--- config.mk ---
export PLATFORM = sky130hd
export DESIGN_NAME = p405s_exe_br_cond_pipe
export DESIGN_NICKNAME = d
export VERILOG_FILES = /design/src/rtl/p405s_br_pkg.sv /design/src/rtl/p405s_br_cond_eval.sv /design/src/rtl/p405s_exe_br_cond_pipe.sv
export SDC_FILE = /design/constraint.sdc
export NUM_CORES = 1
export LEC_CHECK = 0
export CELL_PAD_IN_SITES_DETAIL_PLACEMENT = 0
export CELL_PAD_IN_SITES_GLOBAL_PLACEMENT = 1
export CORE_ASPECT_RATIO = 0.8
export CORE_MARGIN = 2
export CORE_UTILIZATION = 41
export CTS_CLUSTER_SIZE = 40
export DETAILED_ROUTE_END_ITERATION = 12
export MAX_ROUTING_LAYER = met4
export PLACE_DENSITY = 0.81
export RECOVER_POWER = 50
export SETUP_SLACK_MARGIN = 0.5
export SYNTH_ARGS = -nofsm -noshare
export SYNTH_HDL_FRONTEND = slang
export SYNTH_HIERARCHICAL = 1
export SYNTH_SLANG_ARGS = --single-unit
--- constraint.sdc ---
create_clock -name CB -period 4.9 [get_ports CB]
set_input_delay 0.98 -clock CB [delete_from_list [all_inputs] [get_ports CB]]
set_output_delay 0.98 -clock CB [all_outputs]
set_load 0.005 [all_outputs]
--- src/rtl/p405s_br_pkg.sv ---
// Shared types and BO-field bit positions for the EXE branch-condition pipe.
// BO is numbered big-endian: bit 0 is the MSB of the 5-bit field.
package p405s_br_pkg;

  typedef enum logic [1:0] {
    BC    = 2'b00,
    BCLR  = 2'b01,
    BCCTR = 2'b10,
    RSVD  = 2'b11
  } br_kind_t;

  localparam int BO_WIDTH    = 5;
  localparam int BO_COND_IGN = 0;  // 1: ignore the CR bit
  localparam int BO_COND_VAL = 1;  // CR bit value that satisfies the condition
  localparam int BO_CTR_IGN  = 2;  // 1: CTR neither decremented nor tested
  localparam int BO_CTR_EQ   = 3;  // 1: branch when CTR reaches zero

  // Control part of a registered branch result; the CTR copy travels beside it.
  typedef struct packed {
    logic     taken;
    logic     cond_ok_n;
    br_kind_t kind;
    logic     illegal;
  } br_res_t;

  localparam br_res_t BR_RES_RESET = '{taken: 1'b0, cond_ok_n: 1'b1, kind: BC, illegal: 1'b0};

endpackage

--- src/rtl/p405s_br_cond_eval.sv ---
// Combinational BO/BI evaluation: CR bit select, condition term, CTR decrement and test.
// Holds no state; the pipe registers everything this block produces.
module p405s_br_cond_eval
  import p405s_br_pkg::*;
#(
  parameter int CR_WIDTH  = 32,
  parameter int CTR_WIDTH = 32,
  parameter int BI_WIDTH  = $clog2(CR_WIDTH)
) (
  input  br_kind_t             kind_i,
  input  logic [0:BO_WIDTH-1]  bo_i,
  input  logic [0:BI_WIDTH-1]  bi_i,
  input  logic [0:CR_WIDTH-1]  cr_i,
  input  logic [0:CTR_WIDTH-1] ctr_i,
  output logic [0:CTR_WIDTH-1] ctr_next_o,
  output logic                 cond_ok_o,
  output logic                 ctr_ok_o,
  output logic                 illegal_o,
  output logic                 taken_o
);

  logic cr_bit;
  logic dec;
  logic ctr_zero;

  assign cr_bit    = cr_i[bi_i];
  assign cond_ok_o = bo_i[BO_COND_IGN] | (cr_bit ~^ bo_i[BO_COND_VAL]);

  // bcctr uses CTR as its target, so it never decrements it.
  assign dec        = ~bo_i[BO_CTR_IGN] & (kind_i != BCCTR);
  assign ctr_next_o = dec ? ctr_i - CTR_WIDTH'(1) : ctr_i;
  assign ctr_zero   = (ctr_next_o == '0);
  assign ctr_ok_o   = bo_i[BO_CTR_IGN] | (ctr_zero ~^ bo_i[BO_CTR_EQ]);

  assign illegal_o = (kind_i == RSVD) | ((kind_i == BCCTR) & ~bo_i[BO_CTR_IGN]);
  assign taken_o   = cond_ok_o & ctr_ok_o & ~illegal_o;

endmodule

--- src/rtl/p405s_exe_br_cond_pipe.sv ---
// Registered branch-condition unit: one-cycle result with valid/ready handshake,
// speculative CTR updated at accept and architected CTR updated at retire or mtctr.
module p405s_exe_br_cond_pipe
  import p405s_br_pkg::*;
#(
  parameter int CR_WIDTH  = 32,
  parameter int CTR_WIDTH = 32,
  parameter int BI_WIDTH  = 5
) (
  input  logic                 CB,
  input  logic                 reset_Neg,
  input  logic                 exeBrVld,
  output logic                 exeBrRdy,
  input  logic [1:0]           exeBrKind,
  input  logic [0:4]           exeBOL2,
  input  logic [0:BI_WIDTH-1]  exeBIL2,
  input  logic [0:CR_WIDTH-1]  crL2,
  input  logic                 ctrWrEn,
  input  logic [0:CTR_WIDTH-1] ctrWrData,
  input  logic                 flush,
  output logic                 resVld,
  input  logic                 resRdy,
  output logic                 resTaken,
  output logic                 resCondOk_Neg,
  output logic [1:0]           resKind,
  output logic                 resIllegal,
  output logic [0:CTR_WIDTH-1] ctrSpec
);

  logic                 res_vld_q, res_vld_d;
  br_res_t              res_q, res_d;
  logic [0:CTR_WIDTH-1] res_ctr_q, res_ctr_d;
  logic [0:CTR_WIDTH-1] ctr_spec_q, ctr_spec_d;
  logic [0:CTR_WIDTH-1] ctr_arch_q, ctr_arch_d;

  logic                 accept;
  logic                 retire;
  logic [0:CTR_WIDTH-1] ctr_in;
  logic [0:CTR_WIDTH-1] ctr_next;
  logic                 cond_ok;
  logic                 ctr_ok;
  logic                 illegal;
  logic                 taken;

  assign exeBrRdy = ~res_vld_q | resRdy;
  assign accept   = exeBrVld & exeBrRdy & ~flush;
  assign retire   = res_vld_q & resRdy & ~flush;

  // A same-cycle mtctr is older than the branch, so the branch sees its data.
  assign ctr_in = ctrWrEn ? ctrWrData : ctr_spec_q;

  p405s_br_cond_eval #(
    .CR_WIDTH  (CR_WIDTH),
    .CTR_WIDTH (CTR_WIDTH),
    .BI_WIDTH  (BI_WIDTH)
  ) u_eval (
    .kind_i     (br_kind_t'(exeBrKind)),
    .bo_i       (exeBOL2),
    .bi_i       (exeBIL2),
    .cr_i       (crL2),
    .ctr_i      (ctr_in),
    .ctr_next_o (ctr_next),
    .cond_ok_o  (cond_ok),
    .ctr_ok_o   (ctr_ok),
    .illegal_o  (illegal),
    .taken_o    (taken)
  );

  // NOTE: every variable gets its hold value first, so no path through the
  // block leaves one unassigned and no latch is inferred.
  always_comb begin
    res_vld_d  = res_vld_q;
    res_d      = res_q;
    res_ctr_d  = res_ctr_q;
    ctr_spec_d = ctr_spec_q;
    ctr_arch_d = ctr_arch_q;

    if (flush) begin
      res_vld_d = 1'b0;
    end else if (accept) begin
      res_vld_d     = 1'b1;
      res_d.taken     = taken;
      res_d.cond_ok_n = ~cond_ok;
      res_d.kind      = br_kind_t'(exeBrKind);
      res_d.illegal   = illegal;
      res_ctr_d     = ctr_next;
    end else if (retire) begin
      res_vld_d = 1'b0;
    end

    // Speculative copy: flush rolls back to the architected value unless mtctr lands.
    if (flush) begin
      ctr_spec_d = ctrWrEn ? ctrWrData : ctr_arch_q;
    end else if (accept) begin
      ctr_spec_d = ctr_next;
    end else if (ctrWrEn) begin
      ctr_spec_d = ctrWrData;
    end

    // mtctr is non-speculative and younger than any retiring branch, so it wins.
    if (ctrWrEn) begin
      ctr_arch_d = ctrWrData;
    end else if (retire) begin
      ctr_arch_d = res_ctr_q;
    end
  end

  // NOTE: state registers use non-blocking assignments so every flop samples
  // the pre-edge values regardless of statement order.
  always_ff @(posedge CB or negedge reset_Neg) begin
    if (!reset_Neg) begin
      res_vld_q  <= 1'b0;
      res_q      <= BR_RES_RESET;
      res_ctr_q  <= '0;
      ctr_spec_q <= '0;
      ctr_arch_q <= '0;
    end else begin
      res_vld_q  <= res_vld_d;
      res_q      <= res_d;
      res_ctr_q  <= res_ctr_d;
      ctr_spec_q <= ctr_spec_d;
      ctr_arch_q <= ctr_arch_d;
    end
  end

  assign resVld        = res_vld_q;
  assign resTaken      = res_q.taken;
  assign resCondOk_Neg = res_q.cond_ok_n;
  assign resKind       = res_q.kind;
  assign resIllegal    = res_q.illegal;
  assign ctrSpec       = ctr_spec_q;

endmodule
==> results of run 1 <==
-- stage by stage --
stage / worst slack [ns] / utilization, % / area [µm²] / hold WS, ns / power (W)
after floorplan: 0.561 / - / 6570 / 0.457 / 0.00145
after global placement: 0.102 / 50.5 / 7930 / 0.461 / 0.00171
after detailed placement: 0.0412 / 50.5 / 7930 / 0.468 / 0.00173
after CTS: 0.504 / 52.7 / 8270 / 0.479 / 0.00248
after global routing: 0.486 / 53.2 / 8360 / 0.509 / 0.00258
final: 0.574 / 53.2 / 8360 / 0.473 / 0.00246
-- where the power goes --
part	internal, W	switching [W]	leakage, nW	total, W
Combinational	0.000364	0.000305	2.27	0.000668
Sequential	0.000978	0.0000748	1.16	0.00105
Clock	0.000412	0.000325	0.150	0.000736
-- area by class of cell --
class,count,area share [%]
Sequential cell,102,30.6
Multi-Input combinational cell,482,45.8
Inverter,6,0.269
Tap cell,215,3.22
Timing Repair Buffer,143,16.5
Clock buffer,11,2.90
Clock inverter,5,0.689
-- layer usage --
layer	track usage, %	vias to the layer above
met5	-	-
met4	5.10	0
met3	3.29	17
met2	36.4	161
met1	28.1	2714
li1	-	2520
-- path summary, 6_finish.rpt --
| path | endpoint | from | cells after the start |
|---|---|---|---|
| max reg2reg | resTaken | ctrSpec[30] | 11 |
| max in group asynchronous | res_ctr_q[3] | reset_Neg | 2 |
| min | resCondOk_Neg | resCondOk_Neg | 2 |
| min in group asynchronous | ctrSpec[7] | reset_Neg | 1 |
| max | resTaken | ctrWrData[30] | 12 |
| min reg2reg | resCondOk_Neg | resCondOk_Neg | 2 |
-- sequential cells by signal, summed over array words and instances, names as in the netlist --
name,flops
ctrSpec,32
ctr_arch_q,32
res_ctr_q,32
resKind,2
resCondOk_Neg,1
resIllegal,1
resTaken,1
resVld,1
-- worst reg2reg max path, cell delays in order, from the launching register on --
cell,delay (ns)
dfrtp_1,0.40
mux2_2,0.28
buf_4,0.15
nor3_2,0.32
nand4_4,0.23
o31ai_2,0.28
nand2b_1,0.13
or4_1,0.55
or4_4,0.53
xor2_1,0.16
o211a_1,0.20
mux2_2,0.26
-- what timing repair did --
item,4_1_cts,5_1_grt
endpoints found under the hold margin,0,0
gates resized for setup,7,15
pin swaps,1,5
endpoints found under the setup margin,1,1
buffers inserted,1,3
==> qor.yml, run 1 <==
critical_path:
  cp_cell_sequence: "clkdlybuf4s50_1 > mux2_2 > buf_4 > nor3_2 > nand4_4 > o31ai_2 > nand2b_1 > or4_1 > or4_4 > xor2_1 > o211a_1 > mux2_2"
  worstSetupStartpointType: "primary input"
  regToRegSetupSlack_ns: 1.29
  crit_slowest_cell: "or4_1"
  path_buf_inv: 2
  cp-end-kind: "flop"
  max_stage_delay_ns: 0.55
  cp_top_family: "simple AND/OR/NAND/NOR gates"
  crit_type: "primary input to flop"
  crit_top_cell: "mux2_2"
  crit_fanout: 7
  arrival_ns: 4.57
  cp_data_required_time_ns: 5.14
floorplan:
  coreArea_mm2: 0.0157
  io_pins: 121
  fp.dieArea_mm2: 0.0170
  die_w_um: 145
  std_cell_rows: 41
  start_util_pct: 41.8
  die_h_um: 117
pwr:
  leakagePower_nw: 3.57
  ir_drop_mv: 0.155
  powerDensity_mw_per_mm2: 294
placed_design:
  gp_congestion: 0.845
  numPlacedInstances: 944
  dp_hpwl_um: 12000
  port-buffer-count: 119
layout:
  multi_input_area_mm2: 0.00383
  final_cell_mix: "101 x dfrtp_1, 97 x clkdlybuf4s50_1, 74 x nand2_1, 67 x a21oi_1, 44 x mux2_2"
  areaGrowthSynthToFinish_pct: 27.3
  layout_commonest_cell: "dfrtp_1"
  num-fill-cells: 1408
  antenna_cells: 0
  drive_gt1_share_pct: 19.1
  finalNonFillerCells: 964
  fin_nets: 827
  register_area_mm2: 0.00255
clock_network:
  cts_made_buffers: 9
  cts.sink_count: 102
  cts.clk_slew.worst_paths_ns: 0.07
  clk_path_buf_depth: 2
  cts_tree: "done"
  ctsHoldBuffers: 0
  htreeDepth: 3
  clkLatencyLatePin_ns: 0.35
  clock_tree.root_cell: "clkbuf_16"
global_route:
  antenna_found_initial: 0
  grt_pass1_wl_um: 28600
  grt_util_all_layers_pct: 21.7
  grt_overflow: 0
  grt_max_degree: 71
  grt_pass1_vias: 5546
route:
  met1_length_um: 8180
  via_per_inst: 5.61
  drtIter0Drc: 335
  wl_met3_um: 786
  via_count: 5412
  drtAntennaViolNets: 0
  wire_per_inst_um: 18.3
  drc: 0
  dr.pass1.iters: 5
  routed.top_layer: "met4"
  wl_met2_um: 8540
  drt_wl_total_um: 17700
worst_hold_path:
  hp-class: "flop to flop"
synth:
  synth_area_mm2: 0.00657
  postSynthCellCount: 639
  avgSynthCellArea_um2: 10.3
  yosysWarnings: 6
  syn_nets: 722
timing:
  max_freq_mhz: 231
  slew_viol_final: 139
  max_slew.worst_pin.slew_ns: 1.94
  max-slew-margin-rel_pct: -29.6
  hold_viol_final: 0
  timing.final.crit_share_pct: 88.3
  rsz0062_at_grt: "false"
  finalSetupViolCount: 0
  min_period_ns: 4.33
  finClkSkew_ns: 0.00967
  setup_tns_ns: 0
flow_run:
  max_cap_violations: 3
status:
  violations: "max-capacitance violations, max-slew violations"
  outcome: "finished, violations left"
(Power assumes the default switching activity.)
==> run 2, diff against run 1 <==
Settings changed: CTS_CLUSTER_SIZE 40 to unset.
==> results of run 2 <==
Same layout as run 1: the final DEF is identical, and so are final timing and power.
